--- src/rtl/c3po_regm_pkg.sv ---
// Shared types and constants for the C-3PO register bus initiator.
package c3po_regm_pkg;

   typedef enum logic [1:0] {
      IDLE = 2'd0,
      BUS  = 2'd1,
      RESP = 2'd2
   } c3po_regm_state_e;

   localparam logic RD_WR_READ  = 1'b0;
   localparam logic RD_WR_WRITE = 1'b1;

   localparam int          TIMEOUT_DEF  = 16;
   localparam logic [31:0] ERR_DATA_DEF = 32'hDEAD_C3B0;

endpackage

--- src/rtl/c3po_reg_master_if.sv ---
// Host command/response channels plus the C-3PO register bus, as seen by the initiator.
interface c3po_reg_master_if #(
   parameter int ADDR_SIZE_P = 6,
   parameter int DATA_W_P    = 32
);
   logic                   cmd_valid;
   logic                   cmd_ready;
   logic                   cmd_rd_wr;
   logic [ADDR_SIZE_P-1:0] cmd_addr;
   logic [DATA_W_P-1:0]    cmd_wdata;

   logic                   rsp_valid;
   logic                   rsp_ready;
   logic [DATA_W_P-1:0]    rsp_data;
   logic                   rsp_err;
   logic                   rsp_wr;

   logic [ADDR_SIZE_P-1:0] addr;
   logic                   rd_wr;
   logic                   req;
   logic [DATA_W_P-1:0]    write_val;
   logic [DATA_W_P-1:0]    read_val;
   logic                   ack;

   // master: the initiator itself; slave: host plus register bank side
   modport master (
      input  cmd_valid, cmd_rd_wr, cmd_addr, cmd_wdata, rsp_ready, read_val, ack,
      output cmd_ready, rsp_valid, rsp_data, rsp_err, rsp_wr, addr, rd_wr, req, write_val
   );

   modport slave (
      output cmd_valid, cmd_rd_wr, cmd_addr, cmd_wdata, rsp_ready, read_val, ack,
      input  cmd_ready, rsp_valid, rsp_data, rsp_err, rsp_wr, addr, rd_wr, req, write_val
   );
endinterface

--- src/rtl/c3po_regm_timer.sv ---
// Saturating bus-wait counter: clear loads zero, enable counts up, expired flags TIMEOUT_P-1.
module c3po_regm_timer
   import c3po_regm_pkg::*;
#(
   parameter int TIMEOUT_P = TIMEOUT_DEF
) (
   input  logic clk,
   input  logic reset,
   input  logic clr_i,
   input  logic en_i,
   output logic expired_o
);
   localparam int            TW   = $clog2(TIMEOUT_P);
   localparam logic [TW-1:0] LAST = TW'(TIMEOUT_P - 1);

   logic [TW-1:0] cnt_q, cnt_d;

   always_comb begin
      cnt_d = cnt_q;
      if (clr_i)
         cnt_d = '0;
      else if (en_i && (cnt_q != LAST))
         cnt_d = cnt_q + 1'b1;
   end

   always_ff @(posedge clk) begin
      if (reset) cnt_q <= '0;
      else       cnt_q <= cnt_d;
   end

   assign expired_o = (cnt_q == LAST);
endmodule

--- src/rtl/c3po_reg_master.sv ---
// C-3PO register bus initiator: one command in, one bus transaction, one response out.
// Bus timeout is built only when C3PO_REG_MASTER_TIMEOUT_EN is defined.
module c3po_reg_master
   import c3po_regm_pkg::*;
#(
   parameter int                 ADDR_SIZE_P = 6,
   parameter int                 DATA_W_P    = 32,
   parameter int                 TIMEOUT_P   = TIMEOUT_DEF,
   parameter logic [DATA_W_P-1:0] ERR_DATA_P = DATA_W_P'(ERR_DATA_DEF)
) (
   input  logic                clk,
   input  logic                reset,
   c3po_reg_master_if.master   bus
);
   c3po_regm_state_e       state_q, state_d;
   logic [ADDR_SIZE_P-1:0] addr_q, addr_d;
   logic                   rd_wr_q, rd_wr_d;
   logic [DATA_W_P-1:0]    wdata_q, wdata_d;
   logic                   req_q, req_d;
   logic                   rsp_valid_q, rsp_valid_d;
   logic [DATA_W_P-1:0]    rsp_data_q, rsp_data_d;
   logic                   rsp_err_q, rsp_err_d;
   logic                   rsp_wr_q, rsp_wr_d;
   logic                   tmr_clr, tmr_en, tmr_expired;
   logic                   cmd_ready;

   assign cmd_ready = (state_q == IDLE) && !reset;

`ifdef C3PO_REG_MASTER_TIMEOUT_EN
   c3po_regm_timer #(.TIMEOUT_P(TIMEOUT_P)) u_timer (
      .clk       (clk),
      .reset     (reset),
      .clr_i     (tmr_clr),
      .en_i      (tmr_en),
      .expired_o (tmr_expired)
   );
`else
   // Without the timer BUS waits for ack forever; the timeout parameters only keep the interface uniform.
   assign tmr_expired = 1'b0;
   logic unused_timeout_cfg;
   assign unused_timeout_cfg = tmr_clr ^ tmr_en ^ (^ERR_DATA_P) ^ (TIMEOUT_P == 0);
`endif

   always_comb begin
      state_d     = state_q;
      addr_d      = addr_q;
      rd_wr_d     = rd_wr_q;
      wdata_d     = wdata_q;
      req_d       = req_q;
      rsp_valid_d = rsp_valid_q;
      rsp_data_d  = rsp_data_q;
      rsp_err_d   = rsp_err_q;
      rsp_wr_d    = rsp_wr_q;
      tmr_clr     = 1'b0;
      tmr_en      = 1'b0;
      unique case (state_q)
         IDLE: begin
            if (bus.cmd_valid && cmd_ready) begin
               addr_d  = bus.cmd_addr;
               rd_wr_d = bus.cmd_rd_wr;
               wdata_d = bus.cmd_wdata;
               req_d   = 1'b1;
               tmr_clr = 1'b1;
               state_d = BUS;
            end
         end
         BUS: begin
            // ack takes priority over a timeout landing in the same cycle
            if (bus.ack) begin
               req_d       = 1'b0;
               rsp_data_d  = (rd_wr_q == RD_WR_WRITE) ? '0 : bus.read_val;
               rsp_err_d   = 1'b0;
               rsp_wr_d    = rd_wr_q;
               rsp_valid_d = 1'b1;
               state_d     = RESP;
            end else if (tmr_expired) begin
`ifdef C3PO_REG_MASTER_TIMEOUT_EN
               rsp_data_d  = ERR_DATA_P;
`endif
               req_d       = 1'b0;
               rsp_err_d   = 1'b1;
               rsp_wr_d    = rd_wr_q;
               rsp_valid_d = 1'b1;
               state_d     = RESP;
            end else begin
               tmr_en = 1'b1;
            end
         end
         RESP: begin
            if (bus.rsp_ready) begin
               rsp_valid_d = 1'b0;
               state_d     = IDLE;
            end
         end
         default: state_d = IDLE;
      endcase
   end

   always_ff @(posedge clk) begin
      if (reset) begin
         state_q     <= IDLE;
         addr_q      <= '0;
         rd_wr_q     <= 1'b0;
         wdata_q     <= '0;
         req_q       <= 1'b0;
         rsp_valid_q <= 1'b0;
         rsp_data_q  <= '0;
         rsp_err_q   <= 1'b0;
         rsp_wr_q    <= 1'b0;
      end else begin
         state_q     <= state_d;
         addr_q      <= addr_d;
         rd_wr_q     <= rd_wr_d;
         wdata_q     <= wdata_d;
         req_q       <= req_d;
         rsp_valid_q <= rsp_valid_d;
         rsp_data_q  <= rsp_data_d;
         rsp_err_q   <= rsp_err_d;
         rsp_wr_q    <= rsp_wr_d;
      end
   end

   assign bus.cmd_ready = cmd_ready;
   assign bus.addr      = addr_q;
   assign bus.rd_wr     = rd_wr_q;
   assign bus.write_val = wdata_q;
   assign bus.req       = req_q;
   assign bus.rsp_valid = rsp_valid_q;
   assign bus.rsp_data  = rsp_data_q;
   assign bus.rsp_err   = rsp_err_q;
   assign bus.rsp_wr    = rsp_wr_q;
endmodule
--- src/flat_wrapper.sv ---
// flat-port wrapper written by rule: the top's interface ports become plain ports
module c3po_reg_master_flat import c3po_regm_pkg::*;
#(
   parameter int                 ADDR_SIZE_P = 6,
   parameter int                 DATA_W_P    = 32,
   parameter int                 TIMEOUT_P   = TIMEOUT_DEF,
   parameter logic [DATA_W_P-1:0] ERR_DATA_P = DATA_W_P'(ERR_DATA_DEF)
)
  (clk, reset, bus_cmd_valid, bus_cmd_rd_wr, bus_cmd_addr, bus_cmd_wdata, bus_rsp_ready, bus_read_val, bus_ack, bus_cmd_ready, bus_rsp_valid, bus_rsp_data, bus_rsp_err, bus_rsp_wr, bus_addr, bus_rd_wr, bus_req, bus_write_val);
  c3po_reg_master_if #(.ADDR_SIZE_P(ADDR_SIZE_P), .DATA_W_P(DATA_W_P)) bus_i ();
  input  logic clk;
  input  logic reset;
  input wire logic [$bits(bus_i.cmd_valid)-1:0] bus_cmd_valid;
  input wire logic [$bits(bus_i.cmd_rd_wr)-1:0] bus_cmd_rd_wr;
  input wire logic [$bits(bus_i.cmd_addr)-1:0] bus_cmd_addr;
  input wire logic [$bits(bus_i.cmd_wdata)-1:0] bus_cmd_wdata;
  input wire logic [$bits(bus_i.rsp_ready)-1:0] bus_rsp_ready;
  input wire logic [$bits(bus_i.read_val)-1:0] bus_read_val;
  input wire logic [$bits(bus_i.ack)-1:0] bus_ack;
  output wire logic [$bits(bus_i.cmd_ready)-1:0] bus_cmd_ready;
  output wire logic [$bits(bus_i.rsp_valid)-1:0] bus_rsp_valid;
  output wire logic [$bits(bus_i.rsp_data)-1:0] bus_rsp_data;
  output wire logic [$bits(bus_i.rsp_err)-1:0] bus_rsp_err;
  output wire logic [$bits(bus_i.rsp_wr)-1:0] bus_rsp_wr;
  output wire logic [$bits(bus_i.addr)-1:0] bus_addr;
  output wire logic [$bits(bus_i.rd_wr)-1:0] bus_rd_wr;
  output wire logic [$bits(bus_i.req)-1:0] bus_req;
  output wire logic [$bits(bus_i.write_val)-1:0] bus_write_val;
  assign bus_i.cmd_valid = bus_cmd_valid;
  assign bus_i.cmd_rd_wr = bus_cmd_rd_wr;
  assign bus_i.cmd_addr = bus_cmd_addr;
  assign bus_i.cmd_wdata = bus_cmd_wdata;
  assign bus_i.rsp_ready = bus_rsp_ready;
  assign bus_i.read_val = bus_read_val;
  assign bus_i.ack = bus_ack;
  assign bus_cmd_ready = bus_i.cmd_ready;
  assign bus_rsp_valid = bus_i.rsp_valid;
  assign bus_rsp_data = bus_i.rsp_data;
  assign bus_rsp_err = bus_i.rsp_err;
  assign bus_rsp_wr = bus_i.rsp_wr;
  assign bus_addr = bus_i.addr;
  assign bus_rd_wr = bus_i.rd_wr;
  assign bus_req = bus_i.req;
  assign bus_write_val = bus_i.write_val;
  c3po_reg_master #(.ADDR_SIZE_P(ADDR_SIZE_P), .DATA_W_P(DATA_W_P), .TIMEOUT_P(TIMEOUT_P), .ERR_DATA_P(ERR_DATA_P)) u_core (.clk(clk), .reset(reset), .bus(bus_i));
endmodule
--- config.mk ---
export PLATFORM = sky130hd
export DESIGN_NAME = c3po_reg_master_flat
export DESIGN_NICKNAME = d
export VERILOG_FILES = /design/src/rtl/c3po_regm_pkg.sv /design/src/rtl/c3po_reg_master_if.sv /design/src/rtl/c3po_regm_timer.sv /design/src/rtl/c3po_reg_master.sv /design/src/flat_wrapper.sv
export SDC_FILE = /design/constraint.sdc
export NUM_CORES = 1
export LEC_CHECK = 0
export ABC_AREA = 1
export BUFFER_PORTS_ARGS = -buffer_cell sky130_fd_sc_hd__buf_2
export CAP_MARGIN = 40
export CORE_MARGIN = 3
export CORE_UTILIZATION = 52
export DETAILED_ROUTE_END_ITERATION = 7
export PLACE_DENSITY = 0.91
export SYNTH_ARGS = -nofsm -noshare
export SYNTH_HDL_FRONTEND = slang
export SYNTH_SLANG_ARGS = --single-unit
--- constraint.sdc ---
create_clock -name clk -period 3.8 [get_ports clk]
set_clock_uncertainty 0.15 [all_clocks]
set_input_delay 0.76 -clock clk [delete_from_list [all_inputs] [get_ports clk]]
set_output_delay 0.76 -clock clk [all_outputs]
set_load 0.02 [all_outputs]
* Word level (Yosys, flattened, before mapping)
Index checks and enable logic that the tools add are counted.
Widths: inputs -> output; s select.
** Cells by class
- Add/subtract/negate cells :: 0
- Multipliers :: 0
- Div/mod/pow operators :: 0
- Magnitude comparators :: 0
- Eq/ne operators :: 5
- Shift operators :: 0
- Muxes and demuxes :: 11
- Bitwise gates (word level) :: 0
- Reduce and logical (&&, ||, !) cells :: 11
** Operators with widths (count)
- $mux 32 :: 1
- $reduce_and 3->1 :: 3
- $mux 2 :: 3
- $ne 2x2->1 const B :: 3
- $pmux 2 s3 :: 1
- $mux 1 :: 4
- $pmux 1 s2 :: 2
- $reduce_and 2->1 :: 2
- $reduce_bool 2->1 :: 2
- $eq 2x1->1 const B :: 1
- $eq 2x2->1 const B :: 1
- $logic_and 1x1->1 :: 2
- $logic_not 2->1 :: 1
- $logic_not 1->1 :: 1
** Storage, ports and cells
- Register bits after elaboration :: 76
- Bits in latches :: 0
- Bits in writable memories :: 0
- Bits in read-only memories :: 0
- Bits of input ports :: 76
- Word-level logic and storage cells :: 35
- Memories :: 0

* Longest topological paths before layout
Gate-level depths: netlist of the first run.
- Depth in word-level cells :: 5
- Depth in mapped cells :: 6
- Gate-level depth less buffers :: 5

* Worst setup path before layout of the first run
OpenSTA, ideal clock, no wires.
- Path kind :: input to output
- Start point :: in reset
- End point :: out bus_cmd_ready
- Data arrival time :: 1.403 ns
- Required time :: 2.890 ns
- Setup slack :: 1.487 ns
- Stages on the path :: 2
- Path through :: clkbuf_1 -> nor3_1
** Between the ends
- Longest elaborated chain between the ends :: 2
** RTL lines
- start: declaration :: RTL line flat_wrapper.sv:12 : input logic reset;
- $logic_not 1->1 :: RTL line c3po_reg_master.sv:27 : assign cmd_ready = (state_q == IDLE) && !reset;
- $logic_and 1x1->1 :: RTL line c3po_reg_master.sv:27
- end: declaration :: RTL line flat_wrapper.sv:20 : output wire logic [$bits(bus_i.cmd_ready)-1:0] bus_cmd_ready;
Every way passes these cells.

* Final worst setup path of the first run
Ends and elaborated chain as after synthesis.

==> implementation parameters, run 1 <==
Parameter                              Value

Status
  Result of the run ... finished clean

Yosys
  Warning count from the yosys run ... 0
  Post-synthesis adder-cell area fraction ... 0%
  Number of instances in the synthesized netlist ... 570
  Number of unique standard cell types used by synthesis ... 18
  Avg Cell Area, Syn ... between 6 and 7 µm²
  Number of flops mapped to enable cells by yosys ... 0
  Top flip-flop cell by instance count after synthesis ... sky130_fd_sc_hd__dfxtp_1
  Main combinational cell family by area after synthesis ... simple AND/OR/NAND/NOR gates
  Post-synthesis cell area ... roughly 0.0036 mm²
  Post-synthesis xor/xnor area fraction ... 0%
  Post-synthesis mux area share ... 0%
  Share of the yosys chip area belonging to registers ... about two fifths
  Flip-flop and latch count after synthesis ... between 70 and 80
  Share of synthesized cell area in and, or, nand and nor gates ... about 32%
  Post-synthesis async set-or-reset flop share ... 0%
  Net count after synthesis ... roughly 650
  Fraction of the mapped netlist area in compound gates ... between 4 and 5%

STA
  Tightest slew margin relative to the limit ... ~44%
  WHS ... ~0.31 ns
  FMAX ... between 300 and 400 MHz
  Least-Margin Pin Slew ... around 0.83 ns
  Number of max-slew violations in the final report ... 0
  Shortest period the worst path allows ... ~2.5 ns
  Sum of negative setup slack ... 0 ns
  Final count of hold timing violations ... 0
  Period utilization ... 66.7%
  Setup repair after global routing missed its margin ... false
  Setup violators final ... 0

Die
  Row Count ... 29
  Width of the die ... approximately 90 µm
  Number of top-level design ports ... approximately 150
  Core Box Area ... 0.00657 mm²
  Die height ... between 80 and 90 µm
  Starting density of the core ... between 50 and 60%
  Die Outline Area ... slightly above 0.008 mm²

Drt
  First DRT Iteration DRCs ... ~180
  Mean number of vias per cell ... 4.68
  Routed len/inst ... about 11 µm
  Detailed-route via count ... approximately 3700
  Pre-antenna DRT Iters ... 4
  Antenna violation net count after detailed routing ... 0
  Wire length after detailed routing ... approximately 8800 µm
  Number of remaining DRC errors ... 0

Setup path
  Type of origin of the critical path ... input port
  Worst setup path category ... in -> out
  Path depth of the worst reg2reg path ... 6
  Maximum net fanout on the critical path ... 38
  Data required time of the worst path ... between 2 and 3 ns
  Data arrival, critical path ... between 1.5 and 2 ns
  Worst reg2reg setup slack ... 1.52 ns
  Reg-to-reg critical path endpoint ... u_core.bus.write_val[22]$_SDFFE_PP0P_
  FF-to-FF Start ... u_core.state_q[1]$_SDFFE_PP0P_
  CP endpoint kind ... output pin

GRT
  Number of antenna violations at the first check in global routing ... 0
  Residual overflow from global routing ... 0
  Pin count of the biggest net entering global routing ... 80
  Vias in the first global route ... 3386
  First-pass GRT wire length ... 14600 µm
  Total GRT Usage ... 21.2%

Clock tree
  Clk root buf ... sky130_fd_sc_hd__clkbuf_8
  CTS sink cnt ... 76
  Clock tree from TritonCTS ... built
  PostCTS Resize Cnt ... 0
  Number of hold buffers added after CTS ... 0
  TritonCTS buffer count ... 9
  Clock latency on the worst-skew pair ... between 0.3 and 0.4 ns
  Level count of the clock H-tree ... 3
  Maximum count of clock buffers along a single path ... 2
  Setup repair bufs after CTS ... 0
  Clock-pin slew on the worst setup and hold paths ... about 0.070 ns

Place
  Placed Instances ... 778
  I/O Buffers ... 150
  Final HPWL from detailed placement ... 6080 µm
  Gp weighted congestion ... between 0.7 and 0.8

Power
  Power per unit of standard cell area ... roughly 420 mW/mm²
  Maximum VDD drop ... approximately 300 µV
  Static leakage power ... about 2.7 nW

Worst hold path
  Min-delay worst type ... reg -> reg
  Worst hold endpoint ... u_core.bus.rsp_valid$_SDFFE_PP0P_
  Worst hold path startpoint ... u_core.bus.rsp_valid$_SDFFE_PP0P_
  Worst hold path depth ... 2

Layout
  Number of inserted diodes ... 0
  Share of post-route cells with drive strength above 1 ... between 20% and 30%
  Highest-count cells in the layout ignoring fill and taps ... sky130_fd_sc_hd__inv_1 (150), sky130_fd_sc_hd__buf_2 (150), sky130_fd_sc_hd__nand2_1 (114), sky130_fd_sc_hd__dfxtp_1 (76), sky130_fd_sc_hd__nor2_1 (71)
  Post-synthesis to final-layout area growth ... 25.9%
  Count of placed standard cells in the final layout, fillers left out ... 794
  Post-layout net count ... between 700 and 800

Flow run
  Maximum Capacitance Violations ... 0
[where the power goes]
| group | internal, mW | switching (mW) |
|---|---|---|
| sequential | 0.837 | 0.0230 |
| combinational | 0.116 | 0.210 |
| clock | 0.472 | 0.283 |
[synth_stat cells, types with 2 or more instances]
library cell,number,area (µm²)
sky130_fd_sc_hd__inv_2,3,11.3
sky130_fd_sc_hd__inv_1,150,563
sky130_fd_sc_hd__nand4_1,39,244
sky130_fd_sc_hd__nand2_1,114,428
sky130_fd_sc_hd__buf_4,7,52.6
sky130_fd_sc_hd__nor2_4,2,22.5
sky130_fd_sc_hd__nand3_1,35,175
sky130_fd_sc_hd__clkbuf_1,15,56.3
sky130_fd_sc_hd__buf_2,11,55.1
sky130_fd_sc_hd__nor2_1,71,267
sky130_fd_sc_hd__a21oi_1,36,180
sky130_fd_sc_hd__nand3_2,2,20.0
sky130_fd_sc_hd__buf_6,2,22.5
sky130_fd_sc_hd__dfxtp_1,76,1520
sky130_fd_sc_hd__buf_1,4,15.0
[cell families after synthesis]
family | count (synthesis)
AND/OR/NAND/NOR | 265
other | 1
flip-flops | 76
AO/OA/AOI/OAI | 36
buffers and inverters | 192
[final cells by class]
cell class,count,area [µm²]
clock buffer,12,155
clock inverter,4,95.1
inverter,153,574
tap,93,116
multi-input combinational,302,1350
fill,546,1970
timing repair buffer,154,781
sequential,76,1520
[per-layer routing]
layer / global-route usage (%) / vias to the layer above / wire length (µm)
li1: - / 1936 / -
met4: 7.79 / 0 / 114
met1: 24.3 / 1607 / 3650
met5: 0 / - / 0
met3: 5.93 / 14 / 773
met2: 37.6 / 156 / 4270
[worst max-delay path by stage]
stage	startpoint	endpoint	slack (ns)
2_1_floorplan	reset	bus_cmd_ready	1.49
3_3_place_gp	reset	bus_cmd_ready	1.29
3_5_place_dp	bus_ack	u_core.bus.rsp_data[0]$_SDFFE_PP0P_	1.20
4_1_cts	reset	bus_cmd_ready	1.29
5_1_grt	reset	bus_cmd_ready	1.19
6_report	reset	bus_cmd_ready	1.26
[worst max-delay path: stages]
cell                     delay (ns)
sky130_fd_sc_hd__buf_2         0.56
sky130_fd_sc_hd__nor3_1        0.09
sky130_fd_sc_hd__buf_2         0.19
[state kept, by name (all words and copies together) (netlist names)]
register and cells:
u_core.bus.rsp_wr 1, u_core.state_q 2, u_core.bus.rsp_data 32, u_core.bus.write_val 32, u_core.bus.req 1, u_core.bus.rd_wr 1, u_core.bus.addr 6, u_core.bus.rsp_valid 1
[per-stage QoR]
stage,cell area (µm²),power (mW),util (%),setup slack [ns]
after detailed placement,4350,1.20,66.2,1.20
after CTS,4600,1.96,70.0,1.29
after global placement,4350,1.19,66.2,1.29
after global routing,4600,2.03,70.0,1.19
after floorplan,3650,1.10,-,1.49
final,4600,1.94,70.0,1.26
(Power assumes the default switching activity.)
==> run 2, diff against run 1 <==
CORE_UTILIZATION = 48   (was 52)
PLACE_DENSITY = 0.85   (was 0.91)
clock period = 2.6 ns   (was 3.8 ns; I/O delays follow)
==> implementation parameters, run 2 (synthesis gave the netlist of run 1 again) <==
Parameter                              Value

Status
  Result of the run ... finished clean

STA
  Number of max-slew violations in the final report ... 0
  Final count of hold timing violations ... 0
  Sum of negative setup slack ... 0 ns
  FMAX ... between 500 and 600 MHz
  Setup violators final ... 0
  Least-Margin Pin Slew ... between 0.7 and 0.8 ns
  Setup repair after global routing missed its margin ... false
  Tightest slew margin relative to the limit ... 51.2%
  Period utilization ... around 77%
  Shortest period the worst path allows ... between 1.5 and 2 ns

Clock tree
  Clock latency on the worst-skew pair ... 0.33 ns
  CTS sink cnt ... 76
  Clock-pin slew on the worst setup and hold paths ... approximately 0.080 ns
  Clk root buf ... sky130_fd_sc_hd__clkbuf_8
  TritonCTS buffer count ... 9
  Number of hold buffers added after CTS ... 0
  Maximum count of clock buffers along a single path ... 2
  Setup repair bufs after CTS ... 0
  Clock tree from TritonCTS ... built
  Level count of the clock H-tree ... 3
  PostCTS Resize Cnt ... 0

Setup path
  Worst reg2reg setup slack ... 0.93 ns
  Cell Chain, Critical Path ... buf_2
  Data arrival, critical path ... approximately 1.3 ns
  Maximum net fanout on the critical path ... 15
  Worst setup path category ... reg -> out
  FF-to-FF Start ... u_core.state_q[0]$_SDFFE_PP0P_
  Kind of cell with the highest combined delay on the critical path ... flip-flops
  Path depth of the worst reg2reg path ... 4
  Reg-to-reg critical path endpoint ... u_core.bus.rsp_data[0]$_SDFFE_PP0P_
  Crit path max-delay cell type ... sky130_fd_sc_hd__dfxtp_1
  Data required time of the worst path ... between 1.5 and 2 ns
  Critical path buffers and inverters ... 1
  Type of origin of the critical path ... register
  CP endpoint kind ... output pin
  Maximum single-stage delay on the critical path ... 0.70 ns

Power
  Static leakage power ... 2.67 nW
  Maximum VDD drop ... 262 µV
  Power per unit of standard cell area ... 571 mW/mm²

Layout
  Post-synthesis to final-layout area growth ... 25.3%
  Post-layout net count ... between 700 and 800
  Number of fillers in the final layout ... roughly 690
  Share of post-route cells with drive strength above 1 ... about a quarter
  Highest-count cells in the layout ignoring fill and taps ... sky130_fd_sc_hd__inv_1 (150), sky130_fd_sc_hd__buf_2 (150), sky130_fd_sc_hd__nand2_1 (114), sky130_fd_sc_hd__dfxtp_1 (76), sky130_fd_sc_hd__nor2_1 (71)
  Final core area utilization ... between 60% and 70%
  Number of inserted diodes ... 0

Place
  Final HPWL from detailed placement ... 6440 µm
  Gp weighted congestion ... roughly 0.74
  I/O Buffers ... 150

GRT
  Number of antenna violations at the first check in global routing ... 0
  Fraction of met1 tracks used by global routing ... 22.2%
  Residual overflow from global routing ... 0
  GRT Max-Usage Layer ... met2
  First-pass GRT wire length ... about 15000 µm
  Met3 global-route usage ... around 5.7%
  Pin count of the biggest net entering global routing ... 51
  Vias in the first global route ... between 3000 and 4000
  Met2 track utilization from global routing ... between 30% and 40%
  Total GRT Usage ... 20.4%

Drt
  Wire length after detailed routing ... 9110 µm
  Detailed-route via count ... approximately 3700
  First DRT Iteration DRCs ... a little under 200
  Mean number of vias per cell ... 4.62
  Antenna violation net count after detailed routing ... 0
  Routed len/inst ... 11.3 µm
  Pre-antenna DRT Iters ... 4
  Number of remaining DRC errors ... 0

Worst hold path
  Worst hold path depth ... 2
  Worst hold path startpoint ... u_core.bus.rsp_data[11]$_SDFFE_PP0P_
  Worst hold endpoint ... u_core.bus.rsp_data[11]$_SDFFE_PP0P_
  Min-delay worst type ... reg -> reg

Die
  Row Count ... 31
  Die Outline Area ... approximately 0.0087 mm²
  Core Box Area ... ~0.0073 mm²
  Starting density of the core ... 49.8%
  Die height ... around 93 µm
  Width of the die ... 93.2 µm
  Number of top-level design ports ... 152

Flow run
  Maximum Capacitance Violations ... 0
==> run 2: cell types whose count changed in the layout (fill, tap and decap cells not counted) <==
cell / previous run / this run
sky130_fd_sc_hd__clkinvlp_4: 0 / 3
sky130_fd_sc_hd__clkbuf_1: 1 / 0
sky130_fd_sc_hd__clkbuf_8: 11 / 9
sky130_fd_sc_hd__buf_4: 4 / 8
sky130_fd_sc_hd__clkinv_2: 1 / 3
sky130_fd_sc_hd__bufinv_16: 3 / 1
==> run 2: area by class of cell <==
class / count / area, µm² / share of cell area, %
clock buffer: 9 / 124 / 2.71
tap: 99 / 124 / 2.71
multi-input combinational: 302 / 1350 / 29.6
inverter: 153 / 574 / 12.6
sequential: 76 / 1520 / 33.3
clock inverter: 7 / 67.6 / 1.48
timing repair buffer: 158 / 811 / 17.7
==> run 2: metrics by stage <==
step | cell area, µm² | std cells | power (mW) | hold slack (ns) | setup slack [ns]
after CTS | 4570 | 804 | 2.65 | 0.306 | 0.558
after floorplan | 3650 | 570 | 1.61 | 0.386 | 0.767
after global placement | 4380 | 788 | 1.75 | 0.296 | 0.726
final | 4570 | 804 | 2.61 | 0.315 | 0.608
after global routing | 4570 | 804 | 2.75 | 0.326 | 0.518
after detailed placement | 4380 | 788 | 1.77 | 0.305 | 0.676
==> run 2: per-layer routing <==
metal	up-vias	wire length (µm)
met5	-	0
met4	0	116
met3	11	812
met2	139	4440
met1	1620	3740
li1	1945	-
==> run 2: worst max-delay path by stage <==
stage | start | end | slack [ns] | depth (start not counted)
2_1_floorplan | reset | bus_cmd_ready | 0.77 | 2
3_3_place_gp | reset | u_core.bus.write_val[0]$_SDFFE_PP0P_ | 0.73 | 7
3_5_place_dp | reset | u_core.bus.addr[3]$_SDFFE_PP0P_ | 0.68 | 7
4_1_cts | u_core.bus.rd_wr$_SDFFE_PP0P_ | bus_rd_wr | 0.56 | 1
5_1_grt | u_core.bus.rd_wr$_SDFFE_PP0P_ | bus_rd_wr | 0.52 | 1
6_report | u_core.bus.rd_wr$_SDFFE_PP0P_ | bus_rd_wr | 0.61 | 1
==> run 2: power breakdown <==
| group | internal (mW) | switching (mW) |
|---|---|---|
| clock | 0.438 | 0.436 |
| combinational | 0.172 | 0.306 |
| sequential | 1.22 | 0.0367 |
| total | 1.83 | 0.779 |
